### src/rtl/reg_file_ctx_pkg.sv
// Shared types and defaults for the context-switching register file.
package rf_pkg;

    typedef enum logic [1:0] {
        CTX_IDLE,
        CTX_SAVE,
        CTX_RESTORE
    } ctx_state_t;

    localparam int RF_DW_DEFAULT    = 8;
    localparam int RF_NREGS_DEFAULT = 8;
    localparam int RF_NRD_DEFAULT   = 2;

endpackage

### src/rtl/reg_file_ctx_if.sv
// Read/write/context bus of reg_file_ctx; master drives requests, slave is the register file.
interface reg_file_ctx_if
    import rf_pkg::*;
#(
    parameter int DW    = RF_DW_DEFAULT,
    parameter int NREGS = RF_NREGS_DEFAULT,
    parameter int NRD   = RF_NRD_DEFAULT
);
    localparam int AW = $clog2(NREGS);

    logic [NRD*AW-1:0] rdAddr;
    logic [NRD*DW-1:0] rdData;
    logic [NRD-1:0]    rdZero;
    logic              wrEn;
    logic [AW-1:0]     wrAddr;
    logic [DW-1:0]     wrData;
    logic              wrReady;
    logic              saveReq;
    logic              restoreReq;
    logic              ctxBusy;
    logic              ctxDone;

    modport master (
        output rdAddr, wrEn, wrAddr, wrData, saveReq, restoreReq,
        input  rdData, rdZero, wrReady, ctxBusy, ctxDone
    );

    modport slave (
        input  rdAddr, wrEn, wrAddr, wrData, saveReq, restoreReq,
        output rdData, rdZero, wrReady, ctxBusy, ctxDone
    );

endinterface

### src/rtl/reg_file_ctx_seq.sv
// Save/restore sequencer: walks idx over all registers, one per cycle, then pulses done.
module rf_ctx_seq
    import rf_pkg::*;
#(
    parameter int NREGS = RF_NREGS_DEFAULT,
    localparam int AW   = $clog2(NREGS)
) (
    input  logic          clk,
    input  logic          rst_n,
    input  logic          save_req,
    input  logic          restore_req,
    output ctx_state_t    state,
    output logic [AW-1:0] idx,
    output logic          copy,
    output logic          done
);

    localparam logic [AW-1:0] LAST = AW'(NREGS - 1);

    always_ff @(posedge clk or negedge rst_n) begin
        if (!rst_n) begin
            state <= CTX_IDLE;
            idx   <= '0;
            done  <= 1'b0;
        end else begin
            case (state)
                CTX_IDLE: begin
                    done <= 1'b0;
                    // save has priority when both requests arrive together
                    if (save_req) begin
                        state <= CTX_SAVE;
                        idx   <= '0;
                    end else if (restore_req) begin
                        state <= CTX_RESTORE;
                        idx   <= '0;
                    end
                end
                CTX_SAVE, CTX_RESTORE: begin
                    idx <= idx + 1'b1;
                    if (idx == LAST) begin
                        state <= CTX_IDLE;
                        done  <= 1'b1;
                    end
                end
                default: begin
                    state <= CTX_IDLE;
                    done  <= 1'b0;
                end
            endcase
        end
    end

    assign copy = (state != CTX_IDLE);

endmodule

### src/rtl/reg_file_ctx.sv
// Multi-port register file with zero flags and a shadow bank for context save/restore.
// Define RF_BYPASS_EN for write-first reads; default is read-before-write.
module reg_file_ctx
    import rf_pkg::*;
#(
    parameter int DW    = RF_DW_DEFAULT,
    parameter int NREGS = RF_NREGS_DEFAULT,
    parameter int NRD   = RF_NRD_DEFAULT
) (
    input logic          CLK,
    input logic          RST_N,
    reg_file_ctx_if.slave bus
);

    localparam int AW = $clog2(NREGS);

    logic [DW-1:0]     live   [NREGS];
    logic [DW-1:0]     shadow [NREGS];
    ctx_state_t        state;
    logic [AW-1:0]     idx;
    logic              copy;
    logic              done;
    logic              wr_fire;
    logic [NRD*DW-1:0] rd_data;
    logic [NRD-1:0]    rd_zero;

    rf_ctx_seq #(.NREGS(NREGS)) u_seq (
        .clk         (CLK),
        .rst_n       (RST_N),
        .save_req    (bus.saveReq),
        .restore_req (bus.restoreReq),
        .state       (state),
        .idx         (idx),
        .copy        (copy),
        .done        (done)
    );

    assign wr_fire = bus.wrEn && (state == CTX_IDLE);

    always_ff @(posedge CLK or negedge RST_N) begin
        if (!RST_N) begin
            live   <= '{default: '0};
            shadow <= '{default: '0};
        end else begin
            if (wr_fire)
                live[bus.wrAddr] <= bus.wrData;
            if (state == CTX_SAVE)
                shadow[idx] <= live[idx];
            if (state == CTX_RESTORE)
                live[idx] <= shadow[idx];
        end
    end

    always_comb begin
        rd_data = '0;
        rd_zero = '0;
        for (int unsigned p = 0; p < NRD; p++) begin
            logic [AW-1:0] addr;
            logic [DW-1:0] val;
            addr = bus.rdAddr[p*AW +: AW];
            val  = live[addr];
`ifdef RF_BYPASS_EN
            if (wr_fire && (bus.wrAddr == addr))
                val = bus.wrData;
`endif
            rd_data[p*DW +: DW] = val;
            rd_zero[p]          = (val == '0);
        end
    end

    assign bus.rdData  = rd_data;
    assign bus.rdZero  = rd_zero;
    assign bus.wrReady = (state == CTX_IDLE);
    assign bus.ctxBusy = copy;
    assign bus.ctxDone = done;

endmodule

### src/flat_wrapper.sv
// flat-port wrapper written by rule: the top's interface ports become plain ports
module reg_file_ctx_flat import rf_pkg::*;
#(
    parameter int DW    = RF_DW_DEFAULT,
    parameter int NREGS = RF_NREGS_DEFAULT,
    parameter int NRD   = RF_NRD_DEFAULT
)
  (CLK, RST_N, bus_rdAddr, bus_wrEn, bus_wrAddr, bus_wrData, bus_saveReq, bus_restoreReq, bus_rdData, bus_rdZero, bus_wrReady, bus_ctxBusy, bus_ctxDone);
  reg_file_ctx_if #(.DW(DW), .NREGS(NREGS), .NRD(NRD)) bus_i ();
  input logic CLK;
  input logic RST_N;
  input wire logic [$bits(bus_i.rdAddr)-1:0] bus_rdAddr;
  input wire logic [$bits(bus_i.wrEn)-1:0] bus_wrEn;
  input wire logic [$bits(bus_i.wrAddr)-1:0] bus_wrAddr;
  input wire logic [$bits(bus_i.wrData)-1:0] bus_wrData;
  input wire logic [$bits(bus_i.saveReq)-1:0] bus_saveReq;
  input wire logic [$bits(bus_i.restoreReq)-1:0] bus_restoreReq;
  output wire logic [$bits(bus_i.rdData)-1:0] bus_rdData;
  output wire logic [$bits(bus_i.rdZero)-1:0] bus_rdZero;
  output wire logic [$bits(bus_i.wrReady)-1:0] bus_wrReady;
  output wire logic [$bits(bus_i.ctxBusy)-1:0] bus_ctxBusy;
  output wire logic [$bits(bus_i.ctxDone)-1:0] bus_ctxDone;
  assign bus_i.rdAddr = bus_rdAddr;
  assign bus_i.wrEn = bus_wrEn;
  assign bus_i.wrAddr = bus_wrAddr;
  assign bus_i.wrData = bus_wrData;
  assign bus_i.saveReq = bus_saveReq;
  assign bus_i.restoreReq = bus_restoreReq;
  assign bus_rdData = bus_i.rdData;
  assign bus_rdZero = bus_i.rdZero;
  assign bus_wrReady = bus_i.wrReady;
  assign bus_ctxBusy = bus_i.ctxBusy;
  assign bus_ctxDone = bus_i.ctxDone;
  reg_file_ctx #(.DW(DW), .NREGS(NREGS), .NRD(NRD)) u_core (.CLK(CLK), .RST_N(RST_N), .bus(bus_i));
endmodule
### config.mk
export PLATFORM = sky130hd
export DESIGN_NAME = reg_file_ctx_flat
export DESIGN_NICKNAME = d
export VERILOG_FILES = /design/src/rtl/reg_file_ctx_pkg.sv /design/src/rtl/reg_file_ctx_if.sv /design/src/rtl/reg_file_ctx_seq.sv /design/src/rtl/reg_file_ctx.sv /design/src/flat_wrapper.sv
export SDC_FILE = /design/constraint.sdc
export NUM_CORES = 1
export LEC_CHECK = 0
export CORE_ASPECT_RATIO = 1.2
export CORE_MARGIN = 2
export CORE_UTILIZATION = 55
export DETAILED_ROUTE_END_ITERATION = 16
export GPL_TIMING_DRIVEN = 0
export PLACE_DENSITY_LB_ADDON = 0.08
export SLEW_MARGIN = 20
export SYNTH_ARGS = -nofsm -noshare
export SYNTH_HDL_FRONTEND = slang
export SYNTH_HIERARCHICAL = 1
export SYNTH_SLANG_ARGS = --single-unit
export TNS_END_PERCENT = 1
### constraint.sdc
create_clock -name CLK -period 2.3 [get_ports CLK]
set_input_delay 0.46 -clock CLK [delete_from_list [all_inputs] [get_ports CLK]]
set_output_delay 0.46 -clock CLK [all_outputs]
set_load 0.1 [all_outputs]
# Word-level counts from Yosys, hierarchy flattened

Index checks and enable logic that the tools add are counted.

Input bits: 22
Word-level logic and storage cells: 76
Register bits: 134

Magnitude comparators: 6
Mux-type cells: 30
Bitwise gates (word level): 4
Equal/unequal tests: 5
Add/subtract/negate cells: 1
Reductions and logical operators: 11

Operators by type and width:

| kind                                                                 | count |
|---|---|
| 64-bit bitwise mux                                                   | 3 |
| 64-bit 2-to-1 mux                                                    | 2 |
| 8-bit binary-select mux with 3-bit select                            | 4 |
| 8-bit 2-to-1 mux                                                     | 10 |
| 8-bit demux with 3-bit select                                        | 2 |
| 4-bit >= comparator, second input constant                           | 4 |
| 8-bit zero test                                                      | 2 |
| 3-bit NOT with 4-bit output                                          | 4 |
| 4-bit by 1-bit < comparator with 1-bit output, second input constant | 2 |
| 2-bit 2-to-1 mux                                                     | 3 |
| 3-bit 2-to-1 mux                                                     | 2 |
| 3-bit one-hot mux with 2 select lines                                | 1 |
| 2-bit one-hot mux with 2 select lines                                | 1 |
| 2-bit AND reduction                                                  | 2 |
| 2-bit nonzero test                                                   | 2 |
| 3-bit by 1-bit adder with 3-bit output, second input constant        | 1 |
| 3-bit == test, second input constant                                 | 1 |
| 1-bit logical AND                                                    | 3 |
| 3-bit inequality test, second input constant                         | 1 |
| 2-bit by 1-bit == test with 1-bit output, second input constant      | 1 |
| 2-bit == test, second input constant                                 | 1 |
| 2-bit zero test                                                      | 1 |
| 1-bit 2-to-1 mux                                                     | 2 |
| 2-bit inequality test, second input constant                         | 1 |
| 2-bit OR reduction                                                   | 1 |

# Depth between registers and ports, before layout

Depth after elaboration: 9
Mapped depth: 7
Mapped depth without buffers: 5

# Modules after synthesis

The synthesis kept the hierarchy.

By module, submodules not included:

| module       | times used | area an instance (µm²) | seq. area each (µm²) | cells an instance |
|---|---|---|---|---|
| reg_file_ctx | 1          | 7933.9                 | 3203.1               | 730 |
| rf_ctx_seq   | 1          | 289.0                  | 150.1                | 24 |

# Least setup slack after synthesis

No wires, ideal clock.

Kind: in2out
Start point: input port bus_rdAddr[2]
End point: output port bus_rdZero[0]
Path buffers: 2
Data required time: 1840 ps
Arrival: 3510 ps
Slack: -1670 ps
Stages: 6
Path through: buf_2 > buf_2 > mux4_2 > mux2i_1 > nand4_1 > nor3_1

Longest elaborated chain between the ends: 5

Ends and longest elaborated chain:

| element                                              | RTL line           | text |
|---|---|---|
| start: declaration                                   | flat_wrapper.sv:12 | `input wire logic [$bits(bus_i.rdAddr)-1:0] bus_rdAddr;` |
| 3-bit NOT with 4-bit output (implied by the code)    | reg_file_ctx.sv:61 | `val = live[addr];` |
| 8-bit binary-select mux with 3-bit select            | reg_file_ctx.sv:61 |  |
| 8-bit 2-to-1 mux (implied by the code) (2 in series) | reg_file_ctx.sv:61 |  |
| 8-bit zero test                                      | reg_file_ctx.sv:67 | `rd_zero[p] = (val == '0);` |
| end: declaration                                     | flat_wrapper.sv:19 | `output wire logic [$bits(bus_i.rdZero)-1:0] bus_rdZero;` |

No other way between the ends. The select of a mux whose other input is x is not followed.

# Worst setup path in the final report

Start point: register u_core/live[9] in the netlist's numbering
End point: output port bus_rdZero[1]

Longest elaborated chain between the ends: 4

Ends and longest elaborated chain:

| element                                              | RTL line           | text |
|---|---|---|
| start: declaration                                   | reg_file_ctx.sv:17 | `logic [DW-1:0] live [NREGS];` |
| start signal: indexed assignment                     | reg_file_ctx.sv:46 | `live[bus.wrAddr] <= bus.wrData;` |
| start signal: indexed assignment                     | reg_file_ctx.sv:50 | `live[idx] <= shadow[idx];` |
| 8-bit binary-select mux with 3-bit select            | reg_file_ctx.sv:61 |  |
| 8-bit 2-to-1 mux (implied by the code) (2 in series) | reg_file_ctx.sv:61 |  |
| 8-bit zero test                                      | reg_file_ctx.sv:67 |  |

No other way between the ends. The select of a mux whose other input is x is not followed.

==> flow_metrics.env <==
export IMPL_rsz0062_at_grt="yes"
export IMPL_multi_input_area_um2=4718
export IMPL_synthArstFlopShare_pct=100.0
export IMPL_viasPerCell=6.622
export IMPL_die_y_um=137.9
export IMPL_finalNonFillerCells=1045
export IMPL_initial_core_util_pct=56.58
export IMPL_min_period_over_period_pct=117.9
export IMPL_hold_viol=0
export IMPL_fin_skew_ns=0.005575
export IMPL_fin_crit_ns=2.712
export IMPL_numCtsBuffers=17
export IMPL_yosysTopAreaCell="dfrtp_1"
export IMPL_setup_violations=14
export IMPL_wl_mm=27.71
export IMPL_p_per_area_nw_per_um2=1550
export IMPL_rows=48
export IMPL_fillerInstances=1149
export IMPL_synth_flop_cell="dfrtp_1"
export IMPL_grt_overflow=0
export IMPL_stdcell_area_um2=9889
export IMPL_syn_inst=754
export IMPL_cts_root_buffer="clkbuf_16"
export IMPL_vias=6920
export IMPL_dp_cells=989
export IMPL_post_dp_cell_area_um2=8880
export IMPL_swShare_pct=47.56
export IMPL_wl_per_cell_um=26.52
export IMPL_critPathSlowestCell="mux4_2"
export IMPL_antenna_found_initial=0
export IMPL_pre_cts_ws_ns=-1.575
export IMPL_ir_drop_mv=0.8208
export IMPL_p_leak_nw=4.302
export IMPL_yosysSeqAreaShare_pct=40.78
export IMPL_worst_ep_arrival_time_ns=2.25
export IMPL_hpwlAfterDp_mm=19.56
export IMPL_grt_start_max_net_pins=99
export IMPL_ys_ff_latch=134
export IMPL_cts_tree="built"
export IMPL_final_max_slew_viol_count=0
export IMPL_die_area_um2=15950
export IMPL_fin_ws_ns=-0.4125
export IMPL_setup_tns_ns=-3.428
export IMPL_synth_commonest_cells="dfrtp_1 (134), mux2i_1 (95), nand2_1 (81)"
export IMPL_synthTopCellsByArea="dfrtp_1 (41%), mux2i_1 (12%), mux4_2 (9.9%)"
export IMPL_total_power_mw=15.33
export IMPL_place_gp_congestion=0.9336
export IMPL_yosys_warnings=6
export IMPL_max_slew_worst_pin_slew_ns=0.9618
export IMPL_ios=43
export IMPL_io_buffers=34
export IMPL_switchingPower_mw=7.291
export IMPL_die_width_um=115.6
export IMPL_status="finished, violations left"
export IMPL_synth_top_area_share_pct=40.78
export IMPL_crit_path_max_incr_delay_ns=0.51
export IMPL_path_buf_inv=1
export IMPL_path_clk_slew_ns=0.06
export IMPL_slew_headroom_pct=36.14
export IMPL_cp_required_ns=1.84
export IMPL_crit_path_cell_trace="mux4_2, mux2i_4, nand2_2, a2111oi_4, buf_6"
export IMPL_drv_cap=0
export IMPL_violations="negative setup slack"
export IMPL_use_met2_pct=59.81
export IMPL_critPathTopFamily="multiplexers"
export IMPL_cp_max_fo=4
export IMPL_criticalPathCategory="flop to primary output"
export IMPL_clock_sinks=134
export IMPL_core_area_um2=14530
export IMPL_internal_power_mw=8.041
export IMPL_comb_power_share_pct=51.8
export IMPL_syn_area_um2=8223
export IMPL_drc=0
export IMPL_grt_usage_pct=35.96
export IMPL_drive_above_1_share_pct=32.66
export IMPL_hp_class="flop to flop"
export IMPL_syn_avg_cell_area_um2=10.91
export IMPL_grtUsageMet1_pct=44.46
export IMPL_cp_start_kind="flop"
export IMPL_yosysUniqueCellTypes=62
export IMPL_synth_fp_nets=779
export IMPL_crit_path_end_kind="primary output"
export IMPL_n_antenna_cell=0
export IMPL_seqPwrFrac_pct=30.8
export IMPL_pwr_share_clk_pct=17.4
export IMPL_grt_pass1_vias=6963
export IMPL_nNetsFinal=857
export IMPL_grt_busiest_layer="met2"
export IMPL_clockBufferDepth=2
export IMPL_met3_usage_pct=6.075
export IMPL_regArea_um2=3372
export IMPL_clkLatencyLatePin_ns=0.42
export IMPL_ctsHtreeMaxLevel=4
export IMPL_firstDrtPassIters=6
export IMPL_drt_antenna_violating_nets=0
export IMPL_max_freq_mhz=368.7
export IMPL_yosysMostFrequentCell="dfrtp_1"
export IMPL_synthToLayoutAreaGrowth_pct=20.27
export IMPL_synth_edf_count=0
export IMPL_drtIter0Drc=781
export IMPL_grt_pass1_wl_mm=41.35
[through the flow]
step	utilization (%)	hold WS [ns]
3_5_place_dp	61.10	0.3502
5_1_grt	68.04	0.5063
6_report	68.04	0.4792
3_3_place_gp	60.87	0.4595
2_1_floorplan	-	0.1644
4_1_cts	66.37	0.4804
[state kept, by name (all words and copies together), names as in the netlist]
register / flops
u_core/u_seq/done: 1
u_core/u_seq/idx: 3
u_core/shadow: 64
u_core/live: 64
u_core/u_seq/state: 2
[layer usage]
metal / vias up / wire length, µm
met3: 105 / 2162
li1: 2971 / -
met4: 0 / 1452
met5: - / 0
met2: 395 / 13660
met1: 3449 / 10430
[worst register-to-register path, cell delays in order, from the launching register on]
cell     delay, ns
dfrtp_1       0.42
buf_2         0.26
buf_2         0.29
nand2_1       0.21
nor2_1        0.32
buf_2         0.36
o21ai_0       0.16
o21ai_0       0.11
[final timing paths]
path	start	endpoint	depth (start not counted)	slack (ns)
min in group asynchronous	RST_N	u_core/u_seq/idx[2]	2	0.50
max in group asynchronous	RST_N	u_core/live[34]	3	1.00
max	u_core/live[9]	bus_rdZero[1]	5	-0.41
min reg2reg	u_core/u_seq/done	u_core/u_seq/done	1	0.48
min	u_core/u_seq/done	u_core/u_seq/done	1	0.48
max reg2reg	u_core/u_seq/idx[1]	u_core/live[4]	7	0.08
[cell usage in the layout, fill, tap and decap left out, types with 4 or more instances in the layout]
cell	n
dfrtp_1	119
mux2i_1	92
nand2_1	79
o21ai_0	71
mux2_2	55
mux4_2	36
buf_4	31
nor2_1	31
a21oi_1	28
buf_2	18
clkbuf_16	17
buf_6	17
a22oi_1	15
dfrtp_2	15
nor3_1	14
clkdlybuf4s50_1	11
inv_1	10
nand3_1	10
clkbuf_1	9
a21oi_2	9
nor2b_1	9
nand2_2	8
and2_1	6
a211oi_1	6
nand2b_1	6
a221oi_1	6
inv_6	5
clkbuf_2	5
buf_12	5
clkdlybuf4s15_2	5
mux2i_2	5
a31o_2	4
and3_1	4
o21ai_1	4
[power by group through the flow]
stage               Combinational (mW)  Sequential, mW  Clock, mW
global placement                  6.97            4.62          0
finish                            7.95            4.72       2.67
CTS                               7.36            4.65       2.69
floorplan                         5.48            4.05          0
global route                      8.39            4.76       2.79
detailed placement                7.15            4.69          0
[area by class of cell]
class                   count  share of cell area, %
multi-input cells         559                  47.71
flip-flops and latches    134                  34.10
repair buffers             59                  5.896
clock buffers              18                  4.441
plain buffers              51                  3.543
well taps                 200                  2.530
clock inverters            14                  1.404
inverters                  10                 0.3796
[cell families (layout without fill, tap and decap cells)]
group	Yosys count	in the layout	synth area share (%)
muxes	192	192	30.22
DFF	134	134	40.78
and+or+nand+nor	197	197	12.07
buffers and inverters	61	152	4.002
adders and majority gates	3	3	0.4565
AOI/OAI and AO/OA	167	167	12.48
[timing repair]
item	in CTS	in global routing
setup buffers	4	18
gates resized for setup	130	53
hold buffers	1	0
cloned	1	0
endpoints found under the setup margin	35	55
pin swaps	3	5
endpoints found under the hold margin	36	0
Power figures use the tool's default switching activity.
